**src/rtl/mem_stage.sv**
```systemverilog
// Memory-access stage: takes one instruction from execute, performs its load/store on the
// data-memory port, aligns/extends load data and registers the result at the MEM/WB boundary.
module mem_stage #(
    parameter int XLEN   = 64,
    parameter int ADDR_W = 32
) (
    input  logic              clk,
    input  logic              rst_n,
    input  logic              in_valid_i,
    output logic              in_ready_o,
    input  logic [XLEN-1:0]   pc_i,
    input  logic [XLEN-1:0]   instr_i,
    input  logic [XLEN-1:0]   alures_i,
    input  logic [XLEN-1:0]   rs2_data_i,
    output logic              mem_req_valid_o,
    input  logic              mem_req_ready_i,
    output logic              mem_wen_o,
    output logic [ADDR_W-1:0] mem_addr_o,
    output logic [XLEN-1:0]   mem_wdata_o,
    output logic [XLEN/8-1:0] mem_wmask_o,
    input  logic              mem_resp_valid_i,
    input  logic [XLEN-1:0]   mem_rdata_i,
    output logic              wb_valid_o,
    output logic [XLEN-1:0]   wb_pc_o,
    output logic [XLEN-1:0]   wb_instr_o,
    output logic [XLEN-1:0]   wb_alures_o,
    output logic [XLEN-1:0]   wb_lsres_o,
    output logic              misalign_o,
    output logic [1:0]        dbg_state
);
    // Handshakes: an instruction transfers on a clock edge where in_valid_i && in_ready_o;
    // a memory request transfers where mem_req_valid_o && mem_req_ready_i, and the request
    // fields stay stable until then; mem_resp_valid_i is a one-cycle strobe honoured only in WAIT.
    localparam int NB    = XLEN / 8;
    localparam int OFF_W = $clog2(NB);

    typedef enum logic [1:0] {
        IDLE = 2'd0,
        REQ  = 2'd1,
        WAIT = 2'd2,
        DONE = 2'd3
    } state_t;

    state_t            state;
    logic [XLEN-1:0]   pc_q, instr_q, alures_q, lsres_q;
    logic [1:0]        size_q;
    logic              uns_q, mis_q, is_load_q;
    logic [OFF_W-1:0]  off_q;

    logic [4:0]        opcode;
    logic [2:0]        funct3;
    logic              is_load, is_store, is_mis;
    logic [OFF_W-1:0]  off, align_m;
    logic [NB-1:0]     lane_ones;
    logic [XLEN-1:0]   ld_shift, ld_val;

    assign dbg_state = state;

    always_comb begin
        opcode    = instr_i[6:2];
        funct3    = instr_i[14:12];
        is_load   = (opcode == 5'b00000);
        is_store  = (opcode == 5'b01000);
        off       = alures_i[OFF_W-1:0];
        align_m   = OFF_W'((32'd1 << funct3[1:0]) - 32'd1);
        lane_ones = NB'((64'd1 << (32'd1 << funct3[1:0])) - 64'd1);
        is_mis    = (is_load | is_store) && ((off & align_m) != '0);
    end

    // Bring the addressed bytes down to bit 0, then extend to the full width.
    always_comb begin
        ld_shift = mem_rdata_i >> {off_q, 3'b000};
        ld_val   = ld_shift;
        case (size_q)
            2'd0:    ld_val = {{(XLEN-8){~uns_q & ld_shift[7]}}, ld_shift[7:0]};
            2'd1:    ld_val = {{(XLEN-16){~uns_q & ld_shift[15]}}, ld_shift[15:0]};
            2'd2:    ld_val = {{(XLEN-32){~uns_q & ld_shift[31]}}, ld_shift[31:0]};
            default: ld_val = ld_shift;
        endcase
    end

    always_ff @(posedge clk) begin
        if (!rst_n) begin
            state           <= IDLE;
            in_ready_o      <= 1'b1;
            mem_req_valid_o <= 1'b0;
            mem_wen_o       <= 1'b0;
            mem_addr_o      <= '0;
            mem_wdata_o     <= '0;
            mem_wmask_o     <= '0;
            wb_valid_o      <= 1'b0;
            wb_pc_o         <= '0;
            wb_instr_o      <= '0;
            wb_alures_o     <= '0;
            wb_lsres_o      <= '0;
            misalign_o      <= 1'b0;
            pc_q            <= '0;
            instr_q         <= '0;
            alures_q        <= '0;
            lsres_q         <= '0;
            size_q          <= '0;
            uns_q           <= 1'b0;
            mis_q           <= 1'b0;
            is_load_q       <= 1'b0;
            off_q           <= '0;
        end else begin
            wb_valid_o <= 1'b0;
            misalign_o <= 1'b0;
            case (state)
                IDLE: begin
                    if (in_valid_i && in_ready_o) begin
                        in_ready_o <= 1'b0;
                        pc_q       <= pc_i;
                        instr_q    <= instr_i;
                        alures_q   <= alures_i;
                        lsres_q    <= '0;
                        size_q     <= funct3[1:0];
                        uns_q      <= funct3[2];
                        mis_q      <= is_mis;
                        is_load_q  <= is_load;
                        off_q      <= off;
                        if ((is_load || is_store) && !is_mis) begin
                            state           <= REQ;
                            mem_req_valid_o <= 1'b1;
                            mem_wen_o       <= is_store;
                            mem_addr_o      <= {alures_i[ADDR_W-1:OFF_W], {OFF_W{1'b0}}};
                            mem_wdata_o     <= is_store ? (rs2_data_i << {off, 3'b000}) : '0;
                            mem_wmask_o     <= is_store ? (lane_ones << off) : '0;
                        end else begin
                            state <= DONE;
                        end
                    end else begin
                        // Ready returns one cycle after the writeback pulse.
                        in_ready_o <= 1'b1;
                    end
                end
                REQ: begin
                    if (mem_req_ready_i) begin
                        state           <= WAIT;
                        mem_req_valid_o <= 1'b0;
                        mem_wen_o       <= 1'b0;
                        mem_wdata_o     <= '0;
                        mem_wmask_o     <= '0;
                    end
                end
                WAIT: begin
                    if (mem_resp_valid_i) begin
                        state <= DONE;
                        if (is_load_q) begin
                            lsres_q <= ld_val;
                        end
                    end
                end
                DONE: begin
                    state       <= IDLE;
                    wb_valid_o  <= 1'b1;
                    wb_pc_o     <= pc_q;
                    wb_instr_o  <= instr_q;
                    wb_alures_o <= alures_q;
                    wb_lsres_o  <= lsres_q;
                    misalign_o  <= mis_q;
                end
                default: state <= IDLE;
            endcase
        end
    end
endmodule

```
**config.mk**
```make
export PLATFORM = sky130hd
export DESIGN_NAME = mem_stage
export DESIGN_NICKNAME = d
export VERILOG_FILES = /design/src/rtl/mem_stage.sv
export SDC_FILE = /design/constraint.sdc
export NUM_CORES = 1
export LEC_CHECK = 0
export CAP_MARGIN = 20
export CORE_AREA = 2 2 272 274
export CTS_CLUSTER_DIAMETER = 100
export DETAILED_ROUTE_END_ITERATION = 7
export DIE_AREA = 0 0 274 276
export GPL_TIMING_DRIVEN = 0
export PLACE_DENSITY = 0.74
export SYNTH_ARGS = -nofsm -noshare
export SYNTH_HDL_FRONTEND = slang
export SYNTH_SLANG_ARGS = --single-unit
```
**constraint.sdc**
```tcl
create_clock -name clk -period 2 [get_ports clk]
set_input_delay 0.3 -clock clk [delete_from_list [all_inputs] [get_ports clk]]
set_output_delay 0.3 -clock clk [all_outputs]
set_load 0.01 [all_outputs]
```
; ---- Word-level counts from Yosys, hierarchy flattened
; Index checks and enable logic that the tools add are counted.
[totals]
ff_bits = 628
latchBits = 0
mem_bits_rw = 0
mem_bits_ro = 0
input_bits = 325
memories = 0
[classes]
n_addsub = 2
multipliers = 0
div_mod_pow = 0
magnitude_cmp = 0
eq_ne = 11
shift = 5
mux = 29
bitwise_logic = 6
reduce_logical = 17
[op_table]
columns = cell, n
row1 = 2-to-1 mux 64 bit, 7
row2 = case mux 64 bit (2 select lines), 2
row3 = case mux 64 bit (3 select lines), 1
row4 = << shifter 64 x 6 -> 64 bit, 1
row5 = >> shifter 64 x 6 -> 64 bit, 1
row6 = 2-to-1 mux 8 bit, 4
row7 = "<< shifter 1 x 2 -> 32 bit, first input constant", 1
row8 = "<< shifter 1 x 32 -> 8 bit, first input constant", 1
row9 = case mux 8 bit (2 select lines), 1
row10 = "inequality test 2 bit, second input constant", 5
row11 = 2-to-1 mux 2 bit, 4
row12 = case mux 2 bit (4 select lines), 1
row13 = AND reduction 4 bit, 2
row14 = << shifter 8 x 3 -> 8 bit, 1
row15 = "subtractor 8 x 1 -> 8 bit, second input constant", 1
row16 = 2-to-1 mux 1 bit, 7
row17 = "== test 2 bit, second input constant", 3
row18 = AND reduction 3 bit, 2
row19 = "== test 5 x 4 -> 1 bit, second input constant", 1
row20 = logical NOT 5 bit, 1
row21 = "== test 2 x 1 -> 1 bit, second input constant", 2
row22 = logical NOT 2 bit, 2
row23 = case mux 1 bit (2 select lines), 2
row24 = AND reduction 2 bit, 2
row25 = 10 further kinds, 15

; ---- Longest topological paths before layout
[logic_depth]
word_depth = 10
depth_mapped = 11
ltp_nobuf = 7

; ---- Least setup slack after synthesis
; Ideal clock, no wire load.
[synth_timing]
path_type = flip-flop to flip-flop
from = register state[0] (netlist: dbg_state[0])
to = register lsres_q[18]
arrival_time_ps = 2113
t_required_ps = 1878
setup_slack_ps = -235
stages_incl_launch_ff = 10
path_buffers = 3
cell_sequence = dfxtp_1 > inv_1 > ha_1 > buf_2 > a21boi_2 > a211o_1 > and2_1 > buf_2 > clkbuf_1 > a221o_1
[synth_between]
elab_chain_len = 3
word_cells_on_any_way = 8
[synth_lines]
columns = item, line
row1 = "start, declared", 44  ; state_t state;
row2 = "start signal, assigned", 84  ; state <= IDLE;
row3 = "start signal, assigned", 123  ; state <= REQ;
row4 = "start signal, assigned", 130  ; state <= DONE;
row5 = == test 2 bit / logical NOT 2 bit (equally long branches), 109  ; case (state)
row6 = inequality test 2 bit (no line) / nonzero test 2 bit (equally long branches), --
row7 = AND reduction 4 bit (no line), --
row8 = "end signal, assigned", 150  ; lsres_q <= ld_val;
row9 = "end, declared", 45  ; logic [XLEN-1:0] pc_q, instr_q, alures_q, lsres_q;
; Parallel ways exist; a longest one is shown, timed or not.
; A chain may end at the register's enable or synchronous reset.

==> run metrics <==
Die Y=276 um; complex-gate fraction of the synthesized area=12.91%; Post-Syn Area per Cell=9.145 um^2; CTS Buffer Depth=3; first-pass GRT wire length=145.5 mm; EDFF count, synth=0; Hold Fails Final Rpt=0; Post-Layout Cell Count=4549; Synth Instances=2743; hold depth=2; pre-CTS setup slack=-1.228 ns; Initial Util=34.56%; Tightest Hold Check Type=input pin to flip-flop; TritonCTS buffer count=68; Slew Limit Fails=0; Reg2Reg Depth=7; Area growth, synth to finish=45.94%; root buf cell=clkbuf_16; Port-buffer cells=684; post-route minimum period=1.989 ns; Vias/cell=5.128; Post-Syn Area=25080 um^2; warnings from Yosys=0; total grt overflow=0; post-synth top area share=49.64%; startpoint of the worst hold path=rst_n; Hold Path End=misalign_o$_SDFF_PN0_; post-synth cell types=64; Setup crit end kind=flip-flop; critical path class=flip-flop to flip-flop; io pins=692; layout cells sized above 1=12.33%; initial antenna violation count=8; CTS tree=yes; Post-Layout Inst Area=36610 um^2; clock sinks=622; max cap viols=0; #FFs+latches synth=622; ys async rst share=0%; Reg area=12470 um^2; die span in x=274 um; Post-Synth Simple-Gate Area=15.53%; CP startpoint kind=flip-flop; routed wire length=99.17 mm; leakage power=13.24 nW; clock skew=0.01825 ns; GPL Wtd Cong=0.9793; core footprint=72590 um^2; worst slew pin tran=1.061 ns; Max VDD drop=0.0008011 V; total track usage=25.18%; drt wl/cell=21.80 um; status=completed; power consumption=36.37 mW; post-route clock period utilization=99.46%; clk slew on worst S/H paths=0.06 ns; relative slew slack=29.29%; reg2reg setup slack=0.01 ns; Synth area leader=dfxtp_1; main combinational cell family by area after synthesis=multiplexers; Rows=99; Synth area leaders=dfxtp_1, mux2i_1, nand2_1; Max Fclk=0.5027 GHz; worst skew pair latency=0.61 ns; final worst slack=0.01086 ns; largest net degree at the start of global routing=20; Post-DP Area=33220 um^2; FF-to-FF End=lsres_q[22]$_SDFFE_PN0P_; most frequent cells in the layout=clkdlybuf4s50_1, dfxtp_1, nand2_1; DR pass1 iterations=7; DRC errors left=0; remaining antenna violation count=0; # fillers=6719; worst-path fanout max=10; dpl cells=4389; commonest non-fill, non-tap cell in the layout=clkdlybuf4s50_1; register area share after synthesis=49.64%; Vias=23330; number of DRC markers in iteration 0=1881; PD cells=993.6 nW/um^2; adder-cell area share of the yosys netlist=0.1995%; reg2reg start=alures_q[1]$_SDFFE_PN0P_; multi-input logic area=11980 um^2; Main synth FF type=dfxtp_1; Post-Synth XOR/XNOR Area=0%; H-tree levels=3; layout net count=3863; dpl hpwl=75.21 mm; Critical Path RT=2.49 ns; vias in the first global route=22830; worst path arrival time=2.48 ns; final setup fails=0; total die area=75620 um^2; mux share of post-synthesis cell area=17.82%; Hold Buf Count CTS=0; RSZ-0062 raised after global routing=true
==> routing by layer <==
metal,vias up,share of wire [%],wire length (um),GRT usage [%]
met4,6,3.9,3827,10.12
met2,1002,47,46800,41.65
li1,10980,-,-,-
met1,11100,40,40100,30.87
met5,-,0.041,41,0
met3,232,8.5,8393,6.835
==> power by group <==
part / switching (mW) / total, mW / leakage, nW / internal [mW]
Sequential: 0.513 / 13.8 / 5.04 / 13.3
Clock: 5.45 / 13.6 / 1.19 / 8.12
Combinational: 5.27 / 9.01 / 7.02 / 3.74
Total: 11.2 / 36.4 / 13.2 / 25.1
==> through the flow <==
| step | hold slack, ns | util, % | TNS [ns] |
|---|---|---|---|
| after floorplan | 0.4238 | - | 0 |
| after global placement | 0.4354 | 45.72 | -419.37 |
| after detailed placement | 0.4399 | 45.76 | -429.63 |
| after CTS | 0.1383 | 49.94 | -0.04499 |
| after global routing | 0.2070 | 50.43 | -0.2373 |
| final | 0.2099 | 50.43 | 0 |
==> worst max-delay path, stage by stage (launching register included) <==
cell	delay [ns]
dfxtp_2	0.32
buf_6	0.13
buf_6	0.18
buf_8	0.17
mux2_2	0.38
a221oi_4	0.36
nor2_1	0.08
a221o_1	0.26
==> flip-flops by register name, indices dropped and copies added (netlist names) <==
signal,count
mem_wmask_o,8
wb_instr_o,64
alures_q,64
misalign_o,1
mem_wdata_o,64
is_load_q,1
pc_q,64
mem_addr_o,29
wb_alures_o,64
dbg_state,2
mem_req_valid_o,1
wb_lsres_o,64
mis_q,1
mem_wen_o,1
lsres_q,64
instr_q,64
in_ready_o,1
wb_pc_o,64
wb_valid_o,1
==> cell usage after synthesis (all sizes together) (12+ instances only) <==
| cell | n |
|---|---|
| mux2i | 330 |
| a22o | 43 |
| a221oi | 14 |
| and2 | 19 |
| o21ai | 84 |
| a21oi | 290 |
| a211oi | 19 |
| clkbuf | 123 |
| a22oi | 17 |
| o31ai | 12 |
| buf | 95 |
| inv | 12 |
| nor2b | 23 |
| dfxtp | 622 |
| nor3 | 12 |
| nand2 | 558 |
| mux2 | 35 |
| nor2 | 318 |
| mux4 | 34 |
==> timing repair <==
| item | in CTS | in global routing |
|---|---|---|
| buffers inserted | 26 | 14 |
| pin swaps | 14 | 9 |
| cloned | 0 | 1 |
| gates resized for setup | 160 | 93 |
| setup endpoints to repair | 600 | 272 |
==> final cells by class <==
type,count,share of cell area (%)
sequential,622,34.05
antenna,4,0.02734
buffer,212,3.339
tap,959,3.278
clock buffer,91,5.325
multi-input combinational,1893,32.72
clock inverter,31,1.347
inverter,12,0.1367
timing repair buffer,725,19.78
==> cells by family (layout without fill, tap and decap cells) <==
family / Yosys count / count (layout)
and+or+nand+nor: 964 / 964
other: 1 / 7
adders and majority gates: 4 / 4
AOI/OAI and AO/OA: 523 / 523
muxes: 399 / 399
DFF: 622 / 622
buffers and inverters: 230 / 1071
==> worst max-delay path by stage <==
stage,startpoint,end,cells past startpoint
after floorplan,dbg_state[0]$_SDFFE_PN0P_,lsres_q[18]$_SDFFE_PN0P_,9
after global placement,in_valid_i,pc_q[55]$_SDFFE_PN0P_,7
after detailed placement,in_valid_i,pc_q[55]$_SDFFE_PN0P_,7
after CTS,alures_q[1]$_SDFFE_PN0P_,lsres_q[11]$_SDFFE_PN0P_,8
after global routing,alures_q[1]$_SDFFE_PN0P_,lsres_q[18]$_SDFFE_PN0P_,7
final,alures_q[1]$_SDFFE_PN0P_,lsres_q[22]$_SDFFE_PN0P_,7
Note: power is estimated with default switching activity, not from simulation.
